## config.mk

```make
export PLATFORM = sky130hd
export DESIGN_NAME = pc_fetch_controller_flat
export DESIGN_NICKNAME = d
export VERILOG_FILES = /design/src/rtl/pc_fetch_if.sv /design/src/rtl/pc_fetch_controller.sv /design/src/flat_wrapper.sv
export SDC_FILE = /design/constraint.sdc
export NUM_CORES = 1
export LEC_CHECK = 0
export CORE_ASPECT_RATIO = 0.6
export CORE_MARGIN = 1.5
export CORE_UTILIZATION = 49
export DETAILED_ROUTE_END_ITERATION = 8
export PLACE_DENSITY = 0.95
export SLEW_MARGIN = 20
export SYNTH_ARGS = -nofsm -noshare
export SYNTH_HDL_FRONTEND = slang
export SYNTH_SLANG_ARGS = --single-unit
```

## constraint.sdc

```tcl
create_clock -name clk -period 5.8 [get_ports clk]
set_input_delay 0.87 -clock clk [delete_from_list [all_inputs] [get_ports clk]]
set_output_delay 0.87 -clock clk [all_outputs]
set_load 0.1 [all_outputs]
```

## src/rtl/pc_fetch_if.sv

```systemverilog
// Instruction-memory fetch handshake between the PC fetch controller and imem.
interface pc_fetch_if;
   logic        imem_req;
   logic [31:0] imem_addr;
   logic        imem_ack;

   modport master (output imem_req, output imem_addr, input imem_ack);
   modport slave  (input imem_req, input imem_addr, output imem_ack);
endinterface

```

## src/rtl/pc_fetch_controller.sv

```systemverilog
// PC register and single-outstanding instruction fetch sequencer for the MIPS IF stage.
// Redirects arriving mid-fetch are held pending and squash the fetch when it completes.
module pc_fetch_controller #(
   parameter logic [31:0] RESET_VECTOR = 32'h0000_0000,
   parameter logic [31:0] EXC_VECTOR   = 32'h0000_0080
) (
   input  logic        clk,
   input  logic        reset,
   input  logic        stall,
   input  logic        halt,
   input  logic        branch_valid,
   input  logic [31:0] branch_target,
   input  logic        jump_valid,
   input  logic [31:0] jump_target,
   input  logic        exc_valid,
   input  logic [31:0] exc_pc,
   pc_fetch_if.master  imem,
   output logic [31:0] pc_out,
   output logic        inst_valid,
   output logic [31:0] fetch_pc,
   output logic [31:0] epc,
   output logic        halted
);
   localparam int unsigned AW = 32;
   localparam logic [AW-1:0] ALIGN_MASK = ~AW'(3);

   typedef enum logic [1:0] {IDLE, REQ, HALT} state_t;

   state_t        state, state_d;
   logic [AW-1:0] pc_d, epc_d, fetch_pc_d, pend_target, pend_target_d;
   logic          inst_valid_d, pend_valid, pend_valid_d, pend_exc, pend_exc_d;
   logic          halt_req, halt_req_d, req_q;

   // Redirect arriving this cycle, resolved by priority exc > jump > branch.
   logic          rd_valid;
   logic [AW-1:0] rd_target;
   assign rd_valid  = exc_valid | jump_valid | branch_valid;
   assign rd_target = exc_valid  ? (EXC_VECTOR & ALIGN_MASK) :
                      jump_valid ? (jump_target & ALIGN_MASK) :
                                   (branch_target & ALIGN_MASK);

   // Merge with the pending redirect; a pending exception is only displaced by another exception.
   logic          keep_pend, merge_valid, merge_exc;
   logic [AW-1:0] merge_target;
   assign keep_pend    = pend_valid & pend_exc & ~exc_valid;
   assign merge_valid  = pend_valid | rd_valid;
   assign merge_target = (rd_valid && !keep_pend) ? rd_target : pend_target;
   assign merge_exc    = (rd_valid && !keep_pend) ? exc_valid : pend_exc;

   assign imem.imem_req  = req_q;
   assign imem.imem_addr = pc_out;

   always_ff @(posedge clk) begin
      if (reset) begin
         state       <= IDLE;
         pc_out      <= RESET_VECTOR & ALIGN_MASK;
         epc         <= '0;
         fetch_pc    <= '0;
         inst_valid  <= 1'b0;
         pend_valid  <= 1'b0;
         pend_exc    <= 1'b0;
         pend_target <= '0;
         halt_req    <= 1'b0;
         req_q       <= 1'b0;
         halted      <= 1'b0;
      end else begin
         state       <= state_d;
         pc_out      <= pc_d;
         epc         <= epc_d;
         fetch_pc    <= fetch_pc_d;
         inst_valid  <= inst_valid_d;
         pend_valid  <= pend_valid_d;
         pend_exc    <= pend_exc_d;
         pend_target <= pend_target_d;
         halt_req    <= halt_req_d;
         req_q       <= (state_d == REQ);
         halted      <= (state_d == HALT);
      end
   end

   always_comb begin
      state_d       = state;
      pc_d          = pc_out;
      epc_d         = epc;
      fetch_pc_d    = fetch_pc;
      inst_valid_d  = 1'b0;
      pend_valid_d  = pend_valid;
      pend_exc_d    = pend_exc;
      pend_target_d = pend_target;
      halt_req_d    = halt_req | halt;

      if (exc_valid) epc_d = exc_pc;

      case (state)
         IDLE: begin
            if (rd_valid) pc_d = rd_target;
            if (halt_req_d)  state_d = HALT;
            else if (!stall) state_d = REQ;
         end
         REQ: begin
            if (imem.imem_ack) begin
               if (merge_valid) begin
                  pc_d         = merge_target;
                  pend_valid_d = 1'b0;
                  pend_exc_d   = 1'b0;
               end else begin
                  inst_valid_d = 1'b1;
                  fetch_pc_d   = pc_out;
                  pc_d         = pc_out + AW'(4);
               end
               if (halt_req_d) state_d = HALT;
               else if (stall) state_d = IDLE;
               else            state_d = REQ;
            end else if (rd_valid) begin
               pend_valid_d  = 1'b1;
               pend_target_d = merge_target;
               pend_exc_d    = merge_exc;
            end
         end
         HALT: state_d = HALT;
         default: state_d = IDLE;
      endcase
   end
endmodule

```

## src/flat_wrapper.sv

```systemverilog
// flat-port wrapper written by rule: the top's interface ports become plain ports
module pc_fetch_controller_flat 
#(
   parameter logic [31:0] RESET_VECTOR = 32'h0000_0000,
   parameter logic [31:0] EXC_VECTOR   = 32'h0000_0080
)
  (clk, reset, stall, halt, branch_valid, branch_target, jump_valid, jump_target, exc_valid, exc_pc, pc_out, inst_valid, fetch_pc, epc, halted, imem_imem_req, imem_imem_addr, imem_imem_ack);
  pc_fetch_if imem_i ();
  input  logic clk;
  input  logic reset;
  input  logic stall;
  input  logic halt;
  input  logic branch_valid;
  input  logic [31:0] branch_target;
  input  logic jump_valid;
  input  logic [31:0] jump_target;
  input  logic exc_valid;
  input  logic [31:0] exc_pc;
  output logic [31:0] pc_out;
  output logic inst_valid;
  output logic [31:0] fetch_pc;
  output logic [31:0] epc;
  output logic halted;
  output wire logic [$bits(imem_i.imem_req)-1:0] imem_imem_req;
  output wire logic [$bits(imem_i.imem_addr)-1:0] imem_imem_addr;
  input wire logic [$bits(imem_i.imem_ack)-1:0] imem_imem_ack;
  assign imem_imem_req = imem_i.imem_req;
  assign imem_imem_addr = imem_i.imem_addr;
  assign imem_i.imem_ack = imem_imem_ack;
  pc_fetch_controller #(.RESET_VECTOR(RESET_VECTOR), .EXC_VECTOR(EXC_VECTOR)) u_core (.clk(clk), .reset(reset), .stall(stall), .halt(halt), .branch_valid(branch_valid), .branch_target(branch_target), .jump_valid(jump_valid), .jump_target(jump_target), .exc_valid(exc_valid), .exc_pc(exc_pc), .imem(imem_i), .pc_out(pc_out), .inst_valid(inst_valid), .fetch_pc(fetch_pc), .epc(epc), .halted(halted));
endmodule
```

==> metrics.md, run 1 <==
| Metric | Value |
|---|---|
| PwrDens | `311.6 nW/µm²` |
| Setup Skew | `0.007879 ns` |
| Synth area leader | `dfxtp_1` |
| Starting density of the core | `0.5080` |
| Drt first pass iters | `5` |
| CP startpoint kind | `input port` |
| Post-synth net total | `911` |
| FFs w/ async S/R, synth | `0` |
| Slowest library cell on the worst path | `nor4_2` |
| Drt drc | `0` |
| Nets | `1081` |
| Post-synthesis cell type count | `59` |
| Synth top area cells | `dfxtp_1 (41%), mux2i_1 (9.9%), nand2_1 (7.9%)` |
| Vias | `6803` |
| Multi-input gate area | `3378 µm²` |
| CP arrival | `3.68 ns` |
| Critical-path cell list | `buf_2 > nor4_2 > nor4_2 > nand2_1 > o22ai_1 > a211oi_1` |
| Global-route wire length before repair | `32.53 mm` |
| Post-synth top area share | `0.4131` |
| Post-CTS Hold Buffers | `0` |
| Critical Path Sink Type | `flip-flop` |
| Number of synthesized flops with an enable pin | `0` |
| Grt ovf | `0` |
| CTS tree | `built` |
| Tcrit/Tclk final | `0.5909` |
| Setup crit start | `jump_valid` |
| #FFs+latches synth | `136` |
| CTS max path bufs | `2` |
| Worst Tran Pin Value | `1.059 ns` |
| Min-delay src | `u_core.fetch_pc[12]$_SDFFE_PP0P_` |
| Fill cells | `980` |
| Core area | `12970 µm²` |
| Sum Neg Setup Slack | `0 ns` |
| Post-synthesis sequential area ratio | `0.4131` |
| Drt wl/cell | `17.83 µm` |
| Clock Latency Late Sink | `0.41 ns` |
| Aggregate global-route resource usage | `0.2858` |
| Gp weighted congestion | `0.8977` |
| IO Count | `235` |
| Critical Path Most Common Cell | `nor4_2` |
| CTS clk-pin slew, worst paths | `0.06 ns` |
| WP data required | `6.05 ns` |
| Port buffer count | `230` |
| Post-layout minimum cycle time | `3.427 ns` |
| Post-CTS Resized | `0` |
| Status | `completed` |
| Hold Path Class | `reg -> reg` |
| Initial antenna violation count | `0` |
| Half-perimeter wire length after placement | `14.35 mm` |
| Critical Setup Path Class | `in -> reg` |
| Mean Syn Cell Area | `8.176 µm²` |
| 1st-iter DRT viols | `822` |
| Ant diodes | `0` |
| Fmax | `291.8 MHz` |
| Post-Syn Area | `6590 µm²` |
| Relative slew slack | `0.2884` |
| Total wire length | `20.66 mm` |
| TritonCTS Sinks | `136` |
| Setup Fix Bufs, Post-CTS | `0` |
| Layout cells sized above 1 | `0.06775` |
| Slew Viols, Final | `0` |
| Largest net degree at the start of global routing | `84` |
| Area Overhead vs Synth | `41.85%` |
| Worst-path maximum fanout | `38` |
| Synth Warn # | `0` |
| Die extent in y | `92.83 µm` |
| CP peak stage delay | `0.92 ns` |
| ANT nets after route | `0` |
| Max-cap violations | `0` |
| Pleak | `3.386 nW` |
| Final setup viols | `0` |
| Top FF cell, synth | `dfxtp_1` |
| Vias in the first global route | `6337` |
| Rows | `32` |
| Die width | `152.7 µm` |
| Max VDD drop | `0.0002553 V` |
| Full die area | `14180 µm²` |
| Unrepaired setup endpoints after global routing | `no` |
| Reg area | `2723 µm²` |
| Final hold violations | `0` |
| RR Startpoint | `u_core.state[1]$_SDFF_PP0_` |
| Final core utilization | `0.7206` |
| Clk root buf | `clkbuf_16` |
| Cts bufs inserted | `17` |
| Synth Instances | `806` |
| Vias per cell | `5.870` |
| H-tree depth | `4` |
[where the power goes]
| group | internal (mW) | switching (mW) |
|---|---|---|
| sequential | 0.969 | 0.0509 |
| clock | 0.775 | 0.412 |
| combinational | 0.201 | 0.504 |
[worst paths after layout]
check                                      endpoint  slack, ns  depth (start not counted)
max          u_core.imem.imem_addr[25]$_SDFFE_PP0P_       2.37                          6
min                u_core.fetch_pc[12]$_SDFFE_PP0P_       0.45                          2
max reg2reg  u_core.imem.imem_addr[25]$_SDFFE_PP0P_       3.09                          5
min reg2reg        u_core.fetch_pc[12]$_SDFFE_PP0P_       0.45                          2
[cells in the final DEF, fill, tap and decap left out, types with 5 or more instances in the layout]
cell type and n:
or2_2 5, clkbuf_16 17, nand2_1 138, nor4_1 8, a211oi_1 11, a21oi_1 89, mux2i_1 65, nor3_1 14
nor2_1 81, o22ai_1 6, o221ai_1 6, clkdlybuf4s50_1 227, buf_4 13, dfxtp_1 136, a221oi_1 7, a31oi_1 5
or3_1 8, nand3_1 15, o21ai_0 21, xnor2_1 7, nand2b_1 6, nand4_1 8, bufinv_16 5, and3_1 7
xor2_1 5
[cells by family after synthesis]
logic type / share of synthesized area
compound gates: 0.1709
fa+ha+maj: 0.001898
flops: 0.4131
mux: 0.1056
buf+inv: 0.07575
xor+xnor: 0.01595
simple gates: 0.2168
[cells in the mapped netlist (8+ instances only)]
| cell | count |
|---|---|
| buf_2 | 12 |
| nand3_1 | 15 |
| a211oi_1 | 11 |
| or3_1 | 8 |
| nor4_1 | 8 |
| clkbuf_1 | 43 |
| nor2_1 | 81 |
| o21ai_0 | 21 |
| dfxtp_1 | 136 |
| nor3_1 | 16 |
| a21oi_1 | 89 |
| buf_4 | 33 |
| mux2i_1 | 65 |
| nand2_1 | 138 |
| nand4_1 | 8 |
[final cells by class]
| cell class | count | share of cell area |
|---|---|---|
| repair buffers | 241 | 0.2540 |
| clock inverters | 12 | 0.02115 |
| inverters | 4 | 0.001606 |
| multi-input cells | 576 | 0.3614 |
| well taps | 170 | 0.02275 |
| clock buffers | 20 | 0.04778 |
| flip-flops and latches | 136 | 0.2913 |
[layer usage]
layer | wire, µm | GRT usage | up-vias | share of wire
met5 | 0 | 0 | - | 0
met4 | 400 | 0.09375 | 0 | 0.019
met3 | 2619 | 0.09967 | 53 | 0.13
met2 | 8934 | 0.4332 | 475 | 0.43
met1 | 8708 | 0.3795 | 3127 | 0.42
li1 | - | - | 3148 | -
[flip-flops by register name (all words and copies together), names as in the netlist, 2 cells and up]
name / cells
u_core.epc: 32
u_core.fetch_pc: 32
u_core.imem.imem_addr: 32
u_core.pend_target: 32
u_core.state: 2
[per-stage QoR]
stage	power [mW]	area, µm²	hold WS, ns	std cells	setup WS (ns)
3_3_place_gp	1.727	8696	0.4412	1126	2.077
3_5_place_dp	1.737	8703	0.4458	1127	2.116
6_report	2.912	9348	0.4529	1159	2.373
4_1_cts	2.912	9348	0.4540	1159	2.546
5_1_grt	2.991	9348	0.4681	1159	2.279
2_1_floorplan	1.546	6590	0.4319	806	2.876
[critical path: cells and delay by family]
kind            cells  cell delay, ns
compound gates      2            0.44
buf+inv             1            0.77
simple gates        3            1.55
No activity file was read; power rests on OpenSTA's default activity.
==> inputs of run 2 (changes only) <==
- CORE_UTILIZATION: 49 -> 45
- PLACE_DENSITY: 0.95 -> 0.91
- clock period: 5.8 -> 3.45 ns (I/O delays scaled with it)
==> metrics.md, run 2 (synthesis gave the netlist of run 1 again) <==
| Metric | Value |
|---|---|
| Total wire length | `20.74 mm` |
| Die extent in y | `96.74 µm` |
| Slew Viols, Final | `0` |
| R2r setup slk | `1.00 ns` |
| Die width | `159.2 µm` |
| Critical-path cell list | `clkdlybuf4s50_1` |
| CP Depth | `1` |
| Core area | `14380 µm²` |
| Half-perimeter wire length after placement | `14.63 mm` |
| ANT nets after route | `0` |
| Setup Fix Bufs, Post-CTS | `0` |
| Worst Setup EP | `pc_out[7]` |
| Final core utilization | `0.6514` |
| Starting density of the core | `0.4583` |
| Max-cap violations | `0` |
| Pleak | `3.412 nW` |
| CTS clk-pin slew, worst paths | `0.06 ns` |
| CTS max path bufs | `2` |
| Tcrit/Tclk final | `0.7767` |
| Max VDD drop | `0.0003290 V` |
| Gp weighted congestion | `0.8871` |
| TritonCTS Sinks | `136` |
| Full die area | `15400 µm²` |
| Cts bufs inserted | `17` |
| IO Count | `235` |
| Fmax | `373.2 MHz` |
| Initial antenna violation count | `0` |
| Post-layout minimum cycle time | `2.680 ns` |
| Hold Path Class | `reg -> reg` |
| Setup Skew | `0.006455 ns` |
| Setup crit start | `u_core.imem.imem_addr[7]$_SDFFE_PP0P_` |
| CTS tree | `built` |
| Worst Tran Pin Value | `1.005 ns` |
| Layout cells sized above 1 | `0.09018` |
| Final setup viols | `0` |
| Nets | `1090` |
| Drt wl/cell | `17.34 µm` |
| CP peak stage delay | `1.21 ns` |
| Post-CTS Hold Buffers | `0` |
| Final hold violations | `0` |
| CP startpoint kind | `flip-flop` |
| Relative slew slack | `0.3280` |
| Most frequent cells in the layout | `clkdlybuf4s50_1 (214), nand2_1 (138), dfxtp_1 (136), a21oi_1 (89), nor2_1 (81)` |
| Clk root buf | `clkbuf_16` |
| Global-route wire length before repair | `33.31 mm` |
| Slowest library cell on the worst path | `clkdlybuf4s50_1` |
| Drt first pass iters | `7` |
| H-tree depth | `4` |
| Sum Neg Setup Slack | `0 ns` |
| Clock Latency Late Sink | `0.42 ns` |
| CP arrival | `2.16 ns` |
| Vias | `6754` |
| Drt drc | `0` |
| Post-CTS Resized | `0` |
| Area Overhead vs Synth | `42.13%` |
| WP data required | `2.93 ns` |
| Bufs and invs on worst path | `1` |
| Aggregate global-route resource usage | `0.2691` |
| R2r endpoint | `u_core.imem.imem_addr[26]$_SDFFE_PP0P_` |
| Largest net degree at the start of global routing | `64` |
| Vias per cell | `5.647` |
| Critical Setup Path Class | `reg -> out` |
| Grt ovf | `0` |
| Port buffer count | `230` |
| CP top delay family | `buffers and inverters` |
| Rows | `34` |
| RR Startpoint | `u_core.imem.imem_addr[2]$_SDFFE_PP0P_` |
| Vias in the first global route | `6347` |
| Worst-path maximum fanout | `7` |
| Unrepaired setup endpoints after global routing | `no` |
| 1st-iter DRT viols | `739` |
| Critical Path Sink Type | `output port` |
| PwrDens | `501.2 nW/µm²` |
| Status | `completed` |
| Ant diodes | `0` |
| Path depth of the worst reg2reg path | `6` |
| Commonest non-fill, non-tap cell in the layout | `clkdlybuf4s50_1` |
## run 2: changes by cell type in the layout (fill, tap and decap cells not counted), sizes merged
cell	before	now
clkbuf	20	18
clkinvlp	2	7
clkdlybuf4s50	227	214
bufinv	5	2
inv	5	6
clkinv	4	3
buf	14	36
## run 2: routing by layer
metal  track usage  share of wire  vias up  routed length (µm)
met5             0              0        -                   0
met4       0.08418          0.018        0                 374
met3       0.09605           0.13       41                2598
met2        0.4148           0.44      450                9047
met1        0.3518           0.42     3092                8719
li1              -              -     3171                   -
## run 2: power by group
part           leakage [nW]  internal, mW  total [mW]  switching (mW)
Clock                 0.262          1.07        1.79           0.724
Combinational          2.04         0.341        1.19           0.846
Sequential             1.11          1.63        1.72          0.0870
## run 2: worst min path at each step
| stage | cells past startpoint | slack (ns) | end | from |
|---|---|---|---|---|
| 5_1_grt | 2 | 0.47 | u_core.pend_target[18]$_SDFFE_PP0P_ | u_core.pend_target[18]$_SDFFE_PP0P_ |
| 3_3_place_gp | 2 | 0.44 | u_core.pend_target[15]$_SDFFE_PP0P_ | u_core.pend_target[15]$_SDFFE_PP0P_ |
| 6_report | 2 | 0.45 | u_core.fetch_pc[9]$_SDFFE_PP0P_ | u_core.fetch_pc[9]$_SDFFE_PP0P_ |
| 4_1_cts | 2 | 0.46 | u_core.fetch_pc[14]$_SDFFE_PP0P_ | u_core.fetch_pc[14]$_SDFFE_PP0P_ |
| 2_1_floorplan | 2 | 0.43 | u_core.pend_target[15]$_SDFFE_PP0P_ | u_core.pend_target[15]$_SDFFE_PP0P_ |
| 3_5_place_dp | 2 | 0.45 | u_core.fetch_pc[28]$_SDFFE_PP0P_ | u_core.fetch_pc[28]$_SDFFE_PP0P_ |
## run 2: layout make-up
| cell class | instances | area [µm²] |
|---|---|---|
| clock buffers | 18 | 429.2 |
| clock inverters | 14 | 151.4 |
| fillers | 1163 | 5012 |
| inverters | 4 | 15.01 |
| multi-input cells | 576 | 3378 |
| flip-flops and latches | 136 | 2723 |
| well taps | 198 | 247.7 |
| repair buffers | 250 | 2422 |
## run 2: metrics by stage
| step | area (µm²) | setup WS, ns | power (mW) | hold WS [ns] | cells |
|---|---|---|---|---|---|
| 2_1_floorplan | 6590 | 0.5258 | 2.599 | 0.4319 | 806 |
| 3_3_place_gp | 8786 | 0.5516 | 2.913 | 0.4387 | 1164 |
| 3_5_place_dp | 8786 | 0.5295 | 2.927 | 0.4465 | 1164 |
| 4_1_cts | 9366 | 0.7750 | 4.706 | 0.4552 | 1196 |
| 5_1_grt | 9366 | 0.7300 | 4.840 | 0.4704 | 1196 |
| 6_report | 9366 | 0.7703 | 4.695 | 0.4525 | 1196 |
==> inputs of run 3 (changes only) <==
- CORE_UTILIZATION: 45 -> 41
- PLACE_DENSITY: 0.91 -> 0.88
- clock period: 3.45 -> 2.2 ns (I/O delays scaled with it)
==> metrics.md, run 3 (synthesis gave the netlist of run 1 again) <==
| Metric | Value |
|---|---|
| Max-cap violations | `0` |
| Initial antenna violation count | `0` |
| Critical Setup Path Class | `reg -> reg` |
| Nets | `1156` |
| PwrDens | `758.9 nW/µm²` |
| Fmax | `464.7 MHz` |
| Post-Layout Inst Area | `9652 µm²` |
| Final hold violations | `0` |
| Global-route wire length before repair | `35.13 mm` |
| Fill cells | `1340` |
| Full die area | `16870 µm²` |
| CTS clk-pin slew, worst paths | `0.06 ns` |
| Die extent in y | `101.2 µm` |
| TritonCTS Sinks | `136` |
| Vias | `7054` |
| Ant diodes | `0` |
| Critical Path Sink Type | `flip-flop` |
| Cell Area, Placed | `9095 µm²` |
| Post-layout minimum cycle time | `2.152 ns` |
| Setup Fix Bufs, Post-CTS | `0` |
| Half-perimeter wire length after placement | `16.64 mm` |
| Pleak | `3.962 nW` |
| Area Overhead vs Synth | `46.46%` |
| Status | `complete, but fails checks` |
| Worst hold endpoint | `u_core.imem.imem_addr[6]$_SDFFE_PP0P_` |
| Worst Tran Pin Value | `0.6562 ns` |
| R2r endpoint | `u_core.imem.imem_addr[31]$_SDFFE_PP0P_` |
| Post-CTS Hold Buffers | `0` |
| Core area | `15550 µm²` |
| Die width | `166.7 µm` |
| Register share of total power | `0.367` |
| WP data required | `2.50 ns` |
| Aggregate global-route resource usage | `0.2671` |
| Worst Hold Path Cells | `4` |
| Worst-path maximum fanout | `7` |
| Port buffer count | `230` |
| Drt wl/cell | `17.84 µm` |
| CTS tree | `built` |
| Unrepaired setup endpoints after global routing | `no` |
| Vias per cell | `5.567` |
| Cts bufs inserted | `17` |
| CP arrival | `2.45 ns` |
| Path depth of the worst reg2reg path | `6` |
| Pint | `4.669 mW` |
| Clock Latency Late Sink | `0.42 ns` |
| H-tree depth | `4` |
| Relative slew slack | `0.5585` |
| R2r setup slk | `0.05 ns` |
| Hold Path Class | `in -> reg` |
| Starting density of the core | `0.4239` |
| Total wire length | `22.60 mm` |
| Most frequent cells in the layout | `buf_4 (216), nand2_1 (138), dfxtp_1 (114), clkdlybuf4s50_1 (96), a21oi_1 (89)` |
| Multi-input gate area | `3395 µm²` |
| Vias in the first global route | `6688` |
| CTS max path bufs | `2` |
| Layout cells sized above 1 | `0.2782` |
| Final setup viols | `0` |
| Sw frac | `0.3625` |
| Tot Pwr | `7.325 mW` |
| Grt ovf | `0` |
| Clk root buf | `clkbuf_16` |
| RR Startpoint | `u_core.imem.imem_addr[2]$_SDFFE_PP0P_` |
| Sum Neg Setup Slack | `0 ns` |
| Tcrit/Tclk final | `0.9781` |
| Rows | `35` |
| 1st-iter DRT viols | `647` |
| ANT nets after route | `0` |
| Comb pwr share | `0.262` |
| Power share of the clock group | `0.371` |
| Reg area | `2788 µm²` |
| Commonest non-fill, non-tap cell in the layout | `buf_4` |
| Largest net degree at the start of global routing | `115` |
| Switching power total | `2.656 mW` |
| Max VDD drop | `0.0004718 V` |
| Drt drc | `16` |
| CP startpoint kind | `flip-flop` |
| Failing checks | `design-rule violations` |
| Min-delay src | `reset` |
| Drt first pass iters | `9` |
| Setup Skew | `0.01072 ns` |
| Gp weighted congestion | `0.9290` |
| Slew Viols, Final | `0` |
| IO Count | `235` |
==> run 3: metal layers <==
layer / vias to the layer above / wire, µm / GRT usage
li1: 3306 / - / -
met1: 3277 / 9935 / 0.3558
met3: 48 / 2530 / 0.08245
met5: - / 0 / 0
met4: 0 / 430 / 0.09231
met2: 423 / 9703 / 0.4140
==> run 3: area by class of cell <==
type | count | share of cell area
Clock inverter | 15 | 0.01322
Sequential cell | 136 | 0.2888
Tap cell | 203 | 0.02632
Multi-Input combinational cell | 576 | 0.3517
Clock buffer | 17 | 0.04408
Inverter | 4 | 0.001556
Timing Repair Buffer | 316 | 0.2743
==> run 3: worst max path at each step <==
stage	startpoint	endpoint	slack [ns]
3_3_place_gp	branch_valid	u_core.imem.imem_addr[19]$_SDFFE_PP0P_	-0.22
4_1_cts	u_core.imem.imem_addr[9]$_SDFFE_PP0P_	u_core.imem.imem_addr[31]$_SDFFE_PP0P_	0.14
5_1_grt	u_core.state[0]$_SDFF_PP0_	u_core.pend_target[17]$_SDFFE_PP0P_	0.004
6_report	u_core.imem.imem_addr[2]$_SDFFE_PP0P_	u_core.imem.imem_addr[31]$_SDFFE_PP0P_	0.05
2_1_floorplan	u_core.imem.imem_addr[8]$_SDFFE_PP0P_	u_core.imem.imem_addr[26]$_SDFFE_PP0P_	-0.09
3_5_place_dp	branch_valid	u_core.imem.imem_addr[21]$_SDFFE_PP0P_	-0.28
==> run 3: what timing repair did <==
action,CTS,global route
resized for setup,0,1
setup endpoints to repair,0,1
endpoints found under the hold margin,0,0
==> run 3: per-stage QoR <==
stage,hold WS [ns],setup WS [ns],cells,util
after global routing,0.3624,0.004239,1267,0.6208
final,0.3600,0.04812,1267,0.6208
after floorplan,0.4267,-0.08726,806,-
after CTS,0.3373,0.1442,1267,0.6206
after global placement,0.4418,-0.2170,1235,0.5850
after detailed placement,0.4447,-0.2798,1235,0.5850
==> run 3: critical path, cell delays in order (launching register included) <==
cell     delay (ns)
dfxtp_4        0.36
buf_4          0.16
and4_1         0.28
nor2b_1        0.50
nand4_1        0.24
o21a_1         0.23
o221a_2        0.26
==> run 3: power by group through the flow <==
| stage | logic, mW | registers (mW) | clock network [mW] |
|---|---|---|---|
| 2_1_floorplan | 0.781 | 3.30 | 0 |
| 3_3_place_gp | 1.88 | 2.73 | 0 |
| 3_5_place_dp | 1.90 | 2.74 | 0 |
| 4_1_cts | 1.91 | 2.68 | 2.76 |
| 5_1_grt | 1.99 | 2.70 | 2.86 |
| 6_report | 1.92 | 2.69 | 2.72 |
